$ cat config.mk
export PLATFORM = sky130hd
export DESIGN_NAME = phys_free_list
export DESIGN_NICKNAME = d
export VERILOG_FILES = /design/src/rtl/rv32i_types.sv /design/src/rtl/phys_free_list.sv
export SDC_FILE = /design/constraint.sdc
export NUM_CORES = 1
export LEC_CHECK = 0
export CORE_UTILIZATION = 40
export DETAILED_ROUTE_END_ITERATION = 6
export SETUP_SLACK_MARGIN = 0.15
export SKIP_CTS_REPAIR_TIMING = 1
export SLEW_MARGIN = 20
export SYNTH_ARGS = -nofsm -noshare
export SYNTH_HDL_FRONTEND = slang
export SYNTH_SLANG_ARGS = --single-unit
$ cat constraint.sdc
create_clock -name clk -period 3.72 [get_ports clk]
set_clock_uncertainty 0.05 [all_clocks]
set_input_delay 0.558 -clock clk [delete_from_list [all_inputs] [get_ports clk]]
set_output_delay 0.558 -clock clk [all_outputs]
set_load 0.03 [all_outputs]
$ cat src/rtl/rv32i_types.sv
// Shared rename-stage types: physical register sizing and free-list helpers.
package rv32i_types;

  localparam int NUM_REGS = 64;
  localparam int NUM_ARCH = 32;
  localparam int CAP      = NUM_REGS - NUM_ARCH;
  localparam int PW       = $clog2(NUM_REGS);
  localparam int HW       = (CAP > 1) ? $clog2(CAP) : 1;
  localparam int CW       = $clog2(CAP + 1);

  typedef logic [PW-1:0] phys_reg_t;
  typedef logic [HW-1:0] fl_ptr_t;
  typedef logic [CW-1:0] fl_count_t;

  // Advance a free-list pointer, wrapping modulo CAP (CAP need not be a power of two).
  function automatic fl_ptr_t ptr_inc(input fl_ptr_t p);
    if (p == fl_ptr_t'(CAP - 1)) begin
      return '0;
    end
    return p + fl_ptr_t'(1);
  endfunction

endpackage

$ cat src/rtl/phys_free_list.sv
// Circular free list of physical register indices for the rename stage.
// Commit enqueues freed registers at the tail, rename dequeues at the head,
// and a flush restores the head to the tail so every in-flight allocation
// returns in one cycle.
// Optional feature: define FREE_LIST_BYPASS_EN to let a register freed into
// an empty list be handed straight to rename in the same cycle.
module phys_free_list
  import rv32i_types::*;
(
  input  logic            clk,
  input  logic            rst,
  input  logic            reg_freed,
  input  phys_reg_t       liberated_phys_reg,
  input  logic            alloc_req,
  input  logic            flush,
  output logic            free_valid,
  output phys_reg_t       free_phys_reg,
  output logic [CW-1:0]   free_count,
  output logic            full
);

  phys_reg_t entries_reg [CAP];
  fl_ptr_t   head_reg, head_next;
  fl_ptr_t   tail_reg, tail_next;
  fl_count_t count_reg, count_next;

  logic count_zero;
  logic list_full;
  logic bypass_hit;
  logic bypass_take;
  logic do_enq;
  logic do_deq;

  assign count_zero = (count_reg == '0);
  assign list_full  = (count_reg == fl_count_t'(CAP));

`ifdef FREE_LIST_BYPASS_EN
  assign bypass_hit = count_zero && reg_freed;
`else
  assign bypass_hit = 1'b0;
`endif

  // A bypassed register consumed in its freeing cycle never touches the array.
  assign bypass_take = bypass_hit && alloc_req && !flush;

  // Head-of-list view for rename; bypass forwards the freed index when empty.
  always_comb begin
    free_valid    = !count_zero || bypass_hit;
    free_phys_reg = bypass_hit ? liberated_phys_reg : entries_reg[head_reg];
  end

  assign free_count = count_reg;
  assign full       = list_full;

  // Next pointers and count; commit is older than a flush, so enqueue lands first.
  always_comb begin
    do_enq     = reg_freed && !list_full && !bypass_take;
    do_deq     = alloc_req && !count_zero && !flush;
    tail_next  = do_enq ? ptr_inc(tail_reg) : tail_reg;
    head_next  = head_reg;
    count_next = count_reg;
    if (flush) begin
      head_next  = tail_next;
      count_next = fl_count_t'(CAP);
    end else begin
      if (do_deq) begin
        head_next = ptr_inc(head_reg);
      end
      case ({do_enq, do_deq})
        2'b10:   count_next = count_reg + fl_count_t'(1);
        2'b01:   count_next = count_reg - fl_count_t'(1);
        default: count_next = count_reg;
      endcase
    end
  end

  // Pointer and count state.
  always_ff @(posedge clk or negedge rst) begin
    if (!rst) begin
      head_reg  <= '0;
      tail_reg  <= '0;
      count_reg <= fl_count_t'(CAP);
    end else begin
      head_reg  <= head_next;
      tail_reg  <= tail_next;
      count_reg <= count_next;
    end
  end

  // Entry storage; reset holds every non-architectural register in order.
  always_ff @(posedge clk or negedge rst) begin
    if (!rst) begin
      for (int i = 0; i < CAP; i++) begin
        entries_reg[i] <= phys_reg_t'(NUM_ARCH + i);
      end
    end else if (do_enq) begin
      entries_reg[tail_reg] <= liberated_phys_reg;
    end
  end

`ifndef SYNTHESIS
  // Freeing into a full list means a register was freed twice or never allocated.
  always @(posedge clk) begin
    if (rst) begin
      assert (!(reg_freed && list_full))
        else $warning("phys_free_list: enqueue of p%0d while list is full", liberated_phys_reg);
    end
  end
`endif

endmodule

## Word level (Yosys, flattened, before mapping)

Index checks and enable logic that the tools add are counted.

- Logic and storage cells: 78
- Output and inout bits: 14
- Bits in registers: 208
- Input port bits: 11

- Reductions and logical operators: 10
- Magnitude comparators: 3
- Add/sub/neg operators: 4
- Muxes and demuxes: 19
- Eq/ne operators: 5
- Bitwise gates (word level): 2

Operators with widths:

| cell | number |
|---|---|
| 192-bit bitwise mux | 1 |
| 5-bit two-way mux | 7 |
| 6-bit binary-select mux with 5-bit select | 1 |
| 6-bit demux with 5-bit select | 1 |
| 6-bit two-way mux | 4 |
| 6-bit >= comparator (second input constant) | 2 |
| 5-bit inverter with 6-bit output | 2 |
| 6-bit one-hot mux with 2 select lines | 1 |
| 5-bit by 1-bit adder with 5-bit output (second input constant) | 2 |
| 5-bit == test (second input constant) | 2 |
| 6-bit by 1-bit adder with 6-bit output (second input constant) | 1 |
| 6-bit == test (second input constant) | 1 |
| 6-bit zero test | 1 |
| 6-bit by 1-bit < comparator with 1-bit output (second input constant) | 1 |
| 6-bit by 1-bit subtractor with 6-bit output (second input constant) | 1 |
| 1-bit logical AND | 4 |
| 1-bit two-way mux | 4 |
| 1-bit zero test | 3 |
| 3-bit nonzero test | 1 |
| 2-bit by 1-bit == test with 1-bit output (second input constant) | 1 |
| 2-bit == test (second input constant) | 1 |
| 2-bit nonzero test | 1 |

## Depth between registers and ports, before layout

Gate-level depths: netlist of run 1.

- Word-level depth: 9
- Mapped depth: 10
- Mapped depth without buffers: 9

## Worst setup path before layout of run 1

Ideal clock, no wire load.

- Kind: register to register
- Start: register count_reg[0], in the netlist free_count[0]
- End: register count_reg[5], in the netlist free_count[5]
- Buffers on the path: 1
- Cell stages (with the launch flop): 11
- Arrival: 2967 ps
- Setup time: 75 ps
- Setup slack: 629 ps
- Cell sequence: dfrtp_1 > or4b_1 > o31ai_1 > buf_2 > and2_1 > ha_1 > a211oi_1 > o21bai_1 > a21oi_1 > mux2i_1 > mux2i_1

- Longest elaborated chain between the ends: 7

Ends and longest elaborated chain:

| what | line | source |
|---|---|---|
| from (decl) | phys_free_list.sv:25 | `fl_count_t count_reg, count_next;` |
| from (signal assigned) | phys_free_list.sv:82 | `count_reg <= fl_count_t'(CAP);` |
| from (signal assigned) | phys_free_list.sv:86 | `count_reg <= count_next;` |
| branches (longest 7 deep; another with 6-bit by 1-bit subtractor with 6-bit output) | - |  |

Parallel ways; which one is timed is not known.
A chain may end at the register's enable or synchronous reset.

## Worst setup path after layout of run 1

- Start: register head_reg[0]
- End: output free_phys_reg[0]

- Longest elaborated chain between the ends: 4

Ends and longest elaborated chain:

| what | line | source |
|---|---|---|
| from (decl) | phys_free_list.sv:23 | `fl_ptr_t head_reg, head_next;` |
| from (signal assigned) | phys_free_list.sv:84 | `head_reg <= head_next;` |
| 5-bit inverter with 6-bit output (not written as such) | phys_free_list.sv:49 | `free_phys_reg = bypass_hit ? liberated_phys_reg : entries_reg[head_reg];` |
| 6-bit binary-select mux with 5-bit select | phys_free_list.sv:49 |  |
| 6-bit two-way mux (not written as such) (2 in a row) | phys_free_list.sv:49 |  |
| to (decl) | phys_free_list.sv:17 | `output phys_reg_t free_phys_reg,` |

No other way between the ends. The select of a mux whose other input is x is not followed.

==> metrics.cfg, run 1 <==
[grt]
grt_first_pass_wirelength_um = 37900
grt_pass1_vias = 6317
pin_count_of_the_biggest_net_entering_global_routing = 99
grt-ovfl-total = 0
grt_use_total = 0.188
number_of_antenna_violations_at_the_first_check_in_global_routing = 0

[route]
detail_route.first_pass.iterations = 4
vias = 5664
dr.first_iter.drc_count = 338
remaining_drc_errors = 0
wl_um = 23700
ant_nets = 0
detail_route.vias_per_cell = 5.58
wl_per_cell_um = 23.4

[critical_path]
cp_slowest_stage_delay_ns = 0.55
worstSetupEndpointType = primary output
path_class = reg2out
r2r-start = free_count[0]$_DFFE_PN0P_
crit_path_cell_trace = buf_6 -> buf_6 -> mux4_2 -> mux4_2 -> mux2_2 -> buf_4
worstSetupStartpoint = head_reg[0]$_DFFE_PN0P_
worst_ep_required_time_ns = 3.11
timing.critical_path.arrival_ns = 2.91
worstSetupPathDepth = 6
critical-path-top-delay-family = multiplexers
r2r_cells = 9
crit_path_top_delay_cell = mux4_2
critical_path_buf_inv_count = 3
setup.worst_path.start_class = register
worst_r2r_endpoint = free_count[5]$_DFFE_PN1P_
critical_path_peak_fanout = 10
setup.worst_path.end = free_phys_reg[0]
timing.reg2reg.setup_slack_ns = 0.71

[logic_synthesis]
yosys_reg_bits = 208
synthesis.instances = 645
top_area_cells_in_the_synthesized_netlist = dfstp_2 (29%), dfrtp_1 (23%), mux2_2 (16%)
post-synth-top-area-fraction = 0.288
netlist_area_um2 = 10300
synth-simple-area-share = 0.0540
synth-warning-count = 0
synth.largest_area_cell = dfstp_2
synth_cell_types = 46
synth.avg_cell_area_um2 = 16.0
synth_xor_area_frac = 0.00340
synth-adder-area-share = 0.0153
number_of_flops_mapped_to_enable_cells_by_yosys = 0
synth.net_count = 668
dominantRegCellSynth = dfstp_2
largest_family_of_logic_cells_by_synthesized_area = multiplexers
synth_seq_area_share = 0.518
synthArstFlopShare = 1.00
synth_compound_area_frac = 0.0188
yosys-mux-area-fraction = 0.371

[outcome]
run_status = finished clean

[sta]
timing.final.crit_period_ns = 3.52
hold_viol = 0
report.final.slew_viol_count = 0
timing.slew.headroom = 0.399
fmax_ghz = 0.284
timing.final.crit_share = 0.945
worst_slew_pin_slew_ns = 0.898
rsz_0062_raised_after_global_routing = yes
final-setup-viol-count = 0

[power_and_ir_drop]
net-switching-power_w = 0.00310
power.sequential.fraction = 0.399
power.leakage_nw = 5.10
p_comb_frac = 0.359
switching_share = 0.313
worst_ir_drop_vdd_v = 0.000580
post-layout-total-power_w = 0.00989
p_clk_frac = 0.242
internal_power_w = 0.00680
power.density_nw_per_um2 = 840

[final_layout]
mostFrequentLayoutCell = mux2_2
fin_util = 0.467
fill_cells = 2159
final_layout_size_suffix_gt1_frac = 0.664
layout_overhead_on_the_synthesized_area_pct = 14.2
final_net_count = 693
fin_area_um2 = 11800
layout_common_cells = mux2_2 (149), dfstp_2 (113), dfrtp_1 (93)
largest_reg_flops = 192
antenna-diode-count = 0
layout.cells.non_filler = 1015

[placed_design]
dpl.hpwl_um = 15900
dpl.cell_count = 971
gpl.final_weighted_congestion = 0.786
port_buffers = 24
placed_area_um2 = 10900

[min_path]
timing.hold.worst.class = in2async

[clock_tree]
cts_tree = done
cts_num_sinks = 208
clkTransAtPathRegs_ns = 0.06
clock_path_buffers = 3
cts.htree.levels = 1
worst_skew_pair.late_latency_ns = 0.50
clock_tree.root_cell = clkbuf_16
cts_buffers = 23

[floorplanning]
core-area_um2 = 25300
fp-row-count = 58
die_h_um = 163
die-area_um2 = 26400
io_pins = 25
initial_core_util = 0.409
chipWidth_um = 163

[job]
drv_cap = 0

cells in the mapped netlist, drive strengths merged (6+ instances only):
library cell,count
mux2,199
dfstp,113
dfrtp,95
mux4,60
nor2,35
clkbuf,31
buf,11
ha,11
nand2,10
nand3,10
a21oi,6
mux2i,6
layout make-up:
| type | count | area [µm²] | share of cell area |
|---|---|---|---|
| inverter | 5 | 18.8 | 0.00159 |
| tap | 330 | 413 | 0.0350 |
| sequential | 208 | 5350 | 0.454 |
| clock buffer | 33 | 696 | 0.0590 |
| multi-input combinational | 390 | 4780 | 0.405 |
| clock inverter | 7 | 110 | 0.00934 |
| timing repair buffer | 42 | 415 | 0.0353 |
metal layers:
metal	vias to the layer above	global-route usage	routed length, µm
li1	2445	-	-
met1	3067	0.260	10400
met2	117	0.311	11700
met3	35	0.0326	1250
met4	0	0.0374	424
met5	-	0	0
power by group through the flow:
stage | Combinational, W | Sequential (W) | Clock (W)
after CTS | 0.00342 | 0.00402 | 0.00245
final | 0.00355 | 0.00395 | 0.00240
after detailed placement | 0.00341 | 0.00405 | 0
after global routing | 0.00380 | 0.00407 | 0.00255
after floorplan | 0.00270 | 0.00370 | 0
after global placement | 0.00332 | 0.00401 | 0
through the flow:
step | hold slack (ns) | setup WS, ns | setup TNS (ns)
finish | 0.0600 | 0.204 | 0
global route | 0.130 | 0.133 | 0
CTS | 0.120 | -0.261 | -1.24
detailed placement | 0.441 | 0.276 | 0
global placement | 0.422 | 0.305 | 0
floorplan | 0.212 | 0.629 | 0
cells by family after synthesis:
kind of cell    count (synthesis)
compound gates                 30
xor+xnor                        4
fa+ha+maj                      12
buf+inv                        47
flops                         208
mux                           265
simple gates                   79
worst reg2reg max path: stages (launching register included):
cell and delay (ns):
dfrtp_1 0.48, or4b_1 0.57, o31ai_1 0.26, and2_1 0.29
ha_1 0.28, a211oi_1 0.21, o21bai_1 0.10, a21oi_1 0.21
mux2i_1 0.26, mux2i_1 0.22
worst min path at each step:
stage,start,endpoint,slack [ns],cells past startpoint
2_1_floorplan,rst,entries_reg[100]$_DFFE_PN0P_,0.21,0
3_3_place_gp,entries_reg[159]$_DFFE_PN0P_,entries_reg[159]$_DFFE_PN0P_,0.42,1
3_5_place_dp,entries_reg[43]$_DFFE_PN0P_,entries_reg[43]$_DFFE_PN0P_,0.44,1
4_1_cts,rst,free_count[0]$_DFFE_PN0P_,0.12,1
5_1_grt,rst,free_count[0]$_DFFE_PN0P_,0.13,1
6_report,rst,free_count[0]$_DFFE_PN0P_,0.06,1
No activity file was read; power rests on OpenSTA's default activity.
==> run 2: changes to the inputs <==
- CORE_MARGIN: unset -> 2
- SLEW_MARGIN: 20 -> 5
==> metrics.cfg, run 2 (same netlist as run 1, synthesis figures left out) <==
[critical_path]
crit_path_cell_trace = buf_12 -> buf_6 -> mux4_2 -> mux4_2 -> mux2_2 -> buf_4
timing.critical_path.arrival_ns = 2.89
critical-path-top-delay-family = multiplexers
setup.worst_path.start_class = register
worstSetupEndpointType = primary output
path_class = reg2out
most_frequent_cell_on_the_critical_path = mux4_2
critical_path_buf_inv_count = 3
critical_path_peak_fanout = 13
timing.reg2reg.setup_slack_ns = 0.73
cp_slowest_stage_delay_ns = 0.53
worst_ep_required_time_ns = 3.11
crit_path_top_delay_cell = mux4_2

[grt]
pin_count_of_the_biggest_net_entering_global_routing = 113
grt_first_pass_wirelength_um = 37900
grt_use_total = 0.185
grt_pass1_vias = 6096
grt-ovfl-total = 0
number_of_antenna_violations_at_the_first_check_in_global_routing = 1

[floorplanning]
fp-row-count = 58
initial_core_util = 0.409
core-area_um2 = 25300
chipWidth_um = 165
die-area_um2 = 27100
die_h_um = 165
io_pins = 25

[sta]
worst_slew_pin_slew_ns = 1.29
report.final.slew_viol_count = 0
hold_viol = 0
final-setup-viol-count = 0
timing.final.crit_period_ns = 3.50
fmax_ghz = 0.286
worst_hold_slack_ns = 0.123
rsz_0062_raised_after_global_routing = no
timing.slew.headroom = 0.136
setup_tns_ns = 0
timing.final.crit_share = 0.940

[final_layout]
layout_common_cells = mux2_2 (149), dfstp_2 (113), dfrtp_1 (93)
final_layout_size_suffix_gt1_frac = 0.664
mostFrequentLayoutCell = mux2_2
fin_util = 0.471
largest_reg_flops = 192
layout_overhead_on_the_synthesized_area_pct = 15.2
sequential_cell_area_um2 = 5350
final_net_count = 701
antenna-diode-count = 0
multi_input_area_um2 = 4780
fill_cells = 2150
fin_area_um2 = 11900

[route]
detail_route.first_pass.iterations = 4
vias = 5680
dr.first_iter.drc_count = 403
detail_route.vias_per_cell = 5.54
wl_um = 24100
wl_per_cell_um = 23.5
remaining_drc_errors = 0
ant_nets = 0

[job]
drv_cap = 0

[min_path]
timing.hold.worst.class = in2async

[placed_design]
gpl.final_weighted_congestion = 0.819
port_buffers = 24
placed_area_um2 = 10900
dpl.hpwl_um = 15800

[clock_tree]
clkTransAtPathRegs_ns = 0.06
cts_buffers = 24
worst_skew_pair.late_latency_ns = 0.51
clock_tree.root_cell = clkbuf_16
cts_num_sinks = 208
clock_path_buffers = 3
cts_tree = done
cts.htree.levels = 1

[power_and_ir_drop]
worst_ir_drop_vdd_v = 0.000509
power.leakage_nw = 5.16
post-layout-total-power_w = 0.00999
power.density_nw_per_um2 = 840

[outcome]
run_status = finished clean

run 2: cell count changes in the layout (fill, tap and decap cells not counted), sizes merged:
cell / previous run / this run
clkinv: 4 / 6
clkdlybuf4s50: 12 / 16
buf: 27 / 29
inv: 5 / 6
clkbuf: 34 / 36
run 2: routing by layer:
metal	wire, µm	GRT usage	share of wire	vias to the layer above
met2	11500	0.296	0.48	108
met5	0	0	0	-
li1	-	-	-	2474
met3	1060	0.0264	0.044	25
met4	350	0.0407	0.015	0
met1	11200	0.270	0.46	3073
run 2: layout make-up:
class,instances,share of cell area
multi-input combinational,390,0.402
timing repair buffer,49,0.0406
clock buffer,34,0.0597
inverter,5,0.00158
sequential,208,0.450
tap,330,0.0347
clock inverter,10,0.0114
run 2: path summary, 6_finish.rpt:
check / start / cells past startpoint / endpoint
worst min register to register: entries_reg[159]$_DFFE_PN0P_ / 1 / entries_reg[159]$_DFFE_PN0P_
min in group clk: entries_reg[159]$_DFFE_PN0P_ / 1 / entries_reg[159]$_DFFE_PN0P_
worst min-delay path: rst / 1 / free_count[4]$_DFFE_PN0P_
max in group asynchronous: rst / 2 / entries_reg[60]$_DFFE_PN1P_
worst max register to register: free_count[0]$_DFFE_PN0P_ / 9 / free_count[5]$_DFFE_PN1P_
worst max-delay path: head_reg[0]$_DFFE_PN0P_ / 6 / free_phys_reg[2]
run 2: where the power goes:
part / total [W] / internal, W / switching [W]
sequential: 0.00395 / 0.00334 / 0.000603
clock: 0.00249 / 0.00154 / 0.000950
combinational: 0.00355 / 0.00196 / 0.00159
total: 0.00999 / 0.00685 / 0.00315
run 2: metrics by stage:
stage / cells / setup WS [ns]
global route: 1026 / 0.148
finish: 1026 / 0.223
CTS: 1020 / -0.192
detailed placement: 976 / 0.354
global placement: 976 / 0.379
floorplan: 645 / 0.629
==> run 3: changes to the inputs <==
- CAP_MARGIN: unset -> 20
- GPL_TIMING_DRIVEN: unset -> 0
==> metrics.cfg, run 3 (same netlist as run 1, synthesis figures left out) <==
[grt]
number_of_antenna_violations_at_the_first_check_in_global_routing = 0
pin_count_of_the_biggest_net_entering_global_routing = 118
grt_first_pass_wirelength_um = 39400
grt_use_total = 0.199
grt-ovfl-total = 0
grt_pass1_vias = 6382

[critical_path]
worst_ep_required_time_ns = 3.11
setup.worst_path.start_class = register
crit_path_cell_trace = clkbuf_2 -> clkbuf_4 -> mux4_2 -> mux4_2 -> mux2_2 -> dlymetal6s2s_1
crit_path_top_delay_cell = mux4_2
most_frequent_cell_on_the_critical_path = mux4_2
timing.critical_path.arrival_ns = 2.98
cp_slowest_stage_delay_ns = 0.54
critical_path_peak_fanout = 10
path_class = reg2out
r2r_cells = 10
worstSetupEndpointType = primary output

[floorplanning]
die_h_um = 165
die-area_um2 = 27100
chipWidth_um = 165
fp-row-count = 58
core-area_um2 = 25300
initial_core_util = 0.409
io_pins = 25

[clock_tree]
cts_buffers = 24
cts_tree = done
cts_num_sinks = 208
worst_skew_pair.late_latency_ns = 0.53
cts.htree.levels = 1
clock_tree.root_cell = clkbuf_16
clkTransAtPathRegs_ns = 0.06
clock_path_buffers = 3

[sta]
rsz_0062_raised_after_global_routing = yes
worst_slew_pin_slew_ns = 0.916
fmax_ghz = 0.279
timing.final.crit_period_ns = 3.58
final-setup-viol-count = 0
hold_viol = 0
worst_hold_slack_ns = 0.0309
timing.slew.headroom = 0.389
timing.final.crit_share = 0.963
report.final.slew_viol_count = 0

[route]
dr.first_iter.drc_count = 316
wl_per_cell_um = 24.7
detail_route.first_pass.iterations = 4
vias = 5805
ant_nets = 0
wl_um = 25800
detail_route.vias_per_cell = 5.55
remaining_drc_errors = 0

[final_layout]
antenna-diode-count = 0
largest_reg_flops = 192
final_layout_size_suffix_gt1_frac = 0.630
fill_cells = 2192
layout_common_cells = mux2_2 (149), dfstp_2 (113), dfrtp_1 (95)
final_net_count = 721
sequential_cell_area_um2 = 5350
mostFrequentLayoutCell = mux2_2
multi_input_area_um2 = 4780
layout.cells.non_filler = 1046
layout_overhead_on_the_synthesized_area_pct = 15.0

[job]
drv_cap = 0

[power_and_ir_drop]
power.leakage_nw = 5.13
power.density_nw_per_um2 = 839
worst_ir_drop_vdd_v = 0.000417

[placed_design]
dpl.hpwl_um = 17800
gpl.final_weighted_congestion = 0.811
dpl.cell_count = 1000
port_buffers = 24

[outcome]
run_status = finished clean

[min_path]
timing.hold.worst.class = in2async

[run 3: metrics by stage]
stage	setup TNS [ns]	power [W]	instance area [µm²]	util	setup slack [ns]
final	0	0.00995	11900	0.470	0.137
after global routing	0	0.0104	11900	0.470	0.0989
after CTS	-5.33	0.00996	11800	0.466	-0.926
after detailed placement	-1.99	0.00766	11000	0.436	-0.365
after global placement	-960.99	0.00749	11000	0.434	-5.97
after floorplan	0	0.00640	10300	-	0.629
[run 3: per-layer routing]
layer / wire length [µm] / global-route usage
met4: 808 / 0.0632
met1: 11200 / 0.267
met3: 1220 / 0.0397
met5: 0 / 0
met2: 12600 / 0.326
[run 3: critical path: cells and delay by family (launching register included)]
family	cells	cell delay, ns
multiplexers	3	1.28
buffers and inverters	3	0.84
flip-flops	1	0.33
[run 3: final timing paths]
check                                        startpoint                      endpoint  slack, ns
max in group asynchronous                           rst  entries_reg[143]$_DFFE_PN1P_       2.56
setup / recovery                head_reg[2]$_DFFE_PN0P_              free_phys_reg[5]       0.14
setup reg to reg              free_count[0]$_DFFE_PN0P_     free_count[5]$_DFFE_PN1P_       0.41
hold / removal                                      rst     free_count[2]$_DFFE_PN0P_       0.03
hold reg to reg            entries_reg[147]$_DFFE_PN0P_  entries_reg[147]$_DFFE_PN0P_       0.45
min in group clk           entries_reg[147]$_DFFE_PN0P_  entries_reg[147]$_DFFE_PN0P_       0.45
[run 3: where the power goes]
group	switching [W]	leakage, nW	total (W)	internal, W
clock	0.000943	0.377	0.00226	0.00132
sequential	0.000470	2.42	0.00380	0.00333
combinational	0.00190	2.34	0.00388	0.00198
total	0.00331	5.13	0.00995	0.00664
[run 3: layout make-up]
| type | instances | share of cell area |
|---|---|---|
| timing repair buffer | 27 | 0.0238 |
| tap | 330 | 0.0348 |
| clock inverter | 5 | 0.00422 |
| buffer | 42 | 0.0214 |
| clock buffer | 39 | 0.0604 |
| sequential | 208 | 0.451 |
| multi-input combinational | 390 | 0.403 |
| inverter | 5 | 0.00158 |
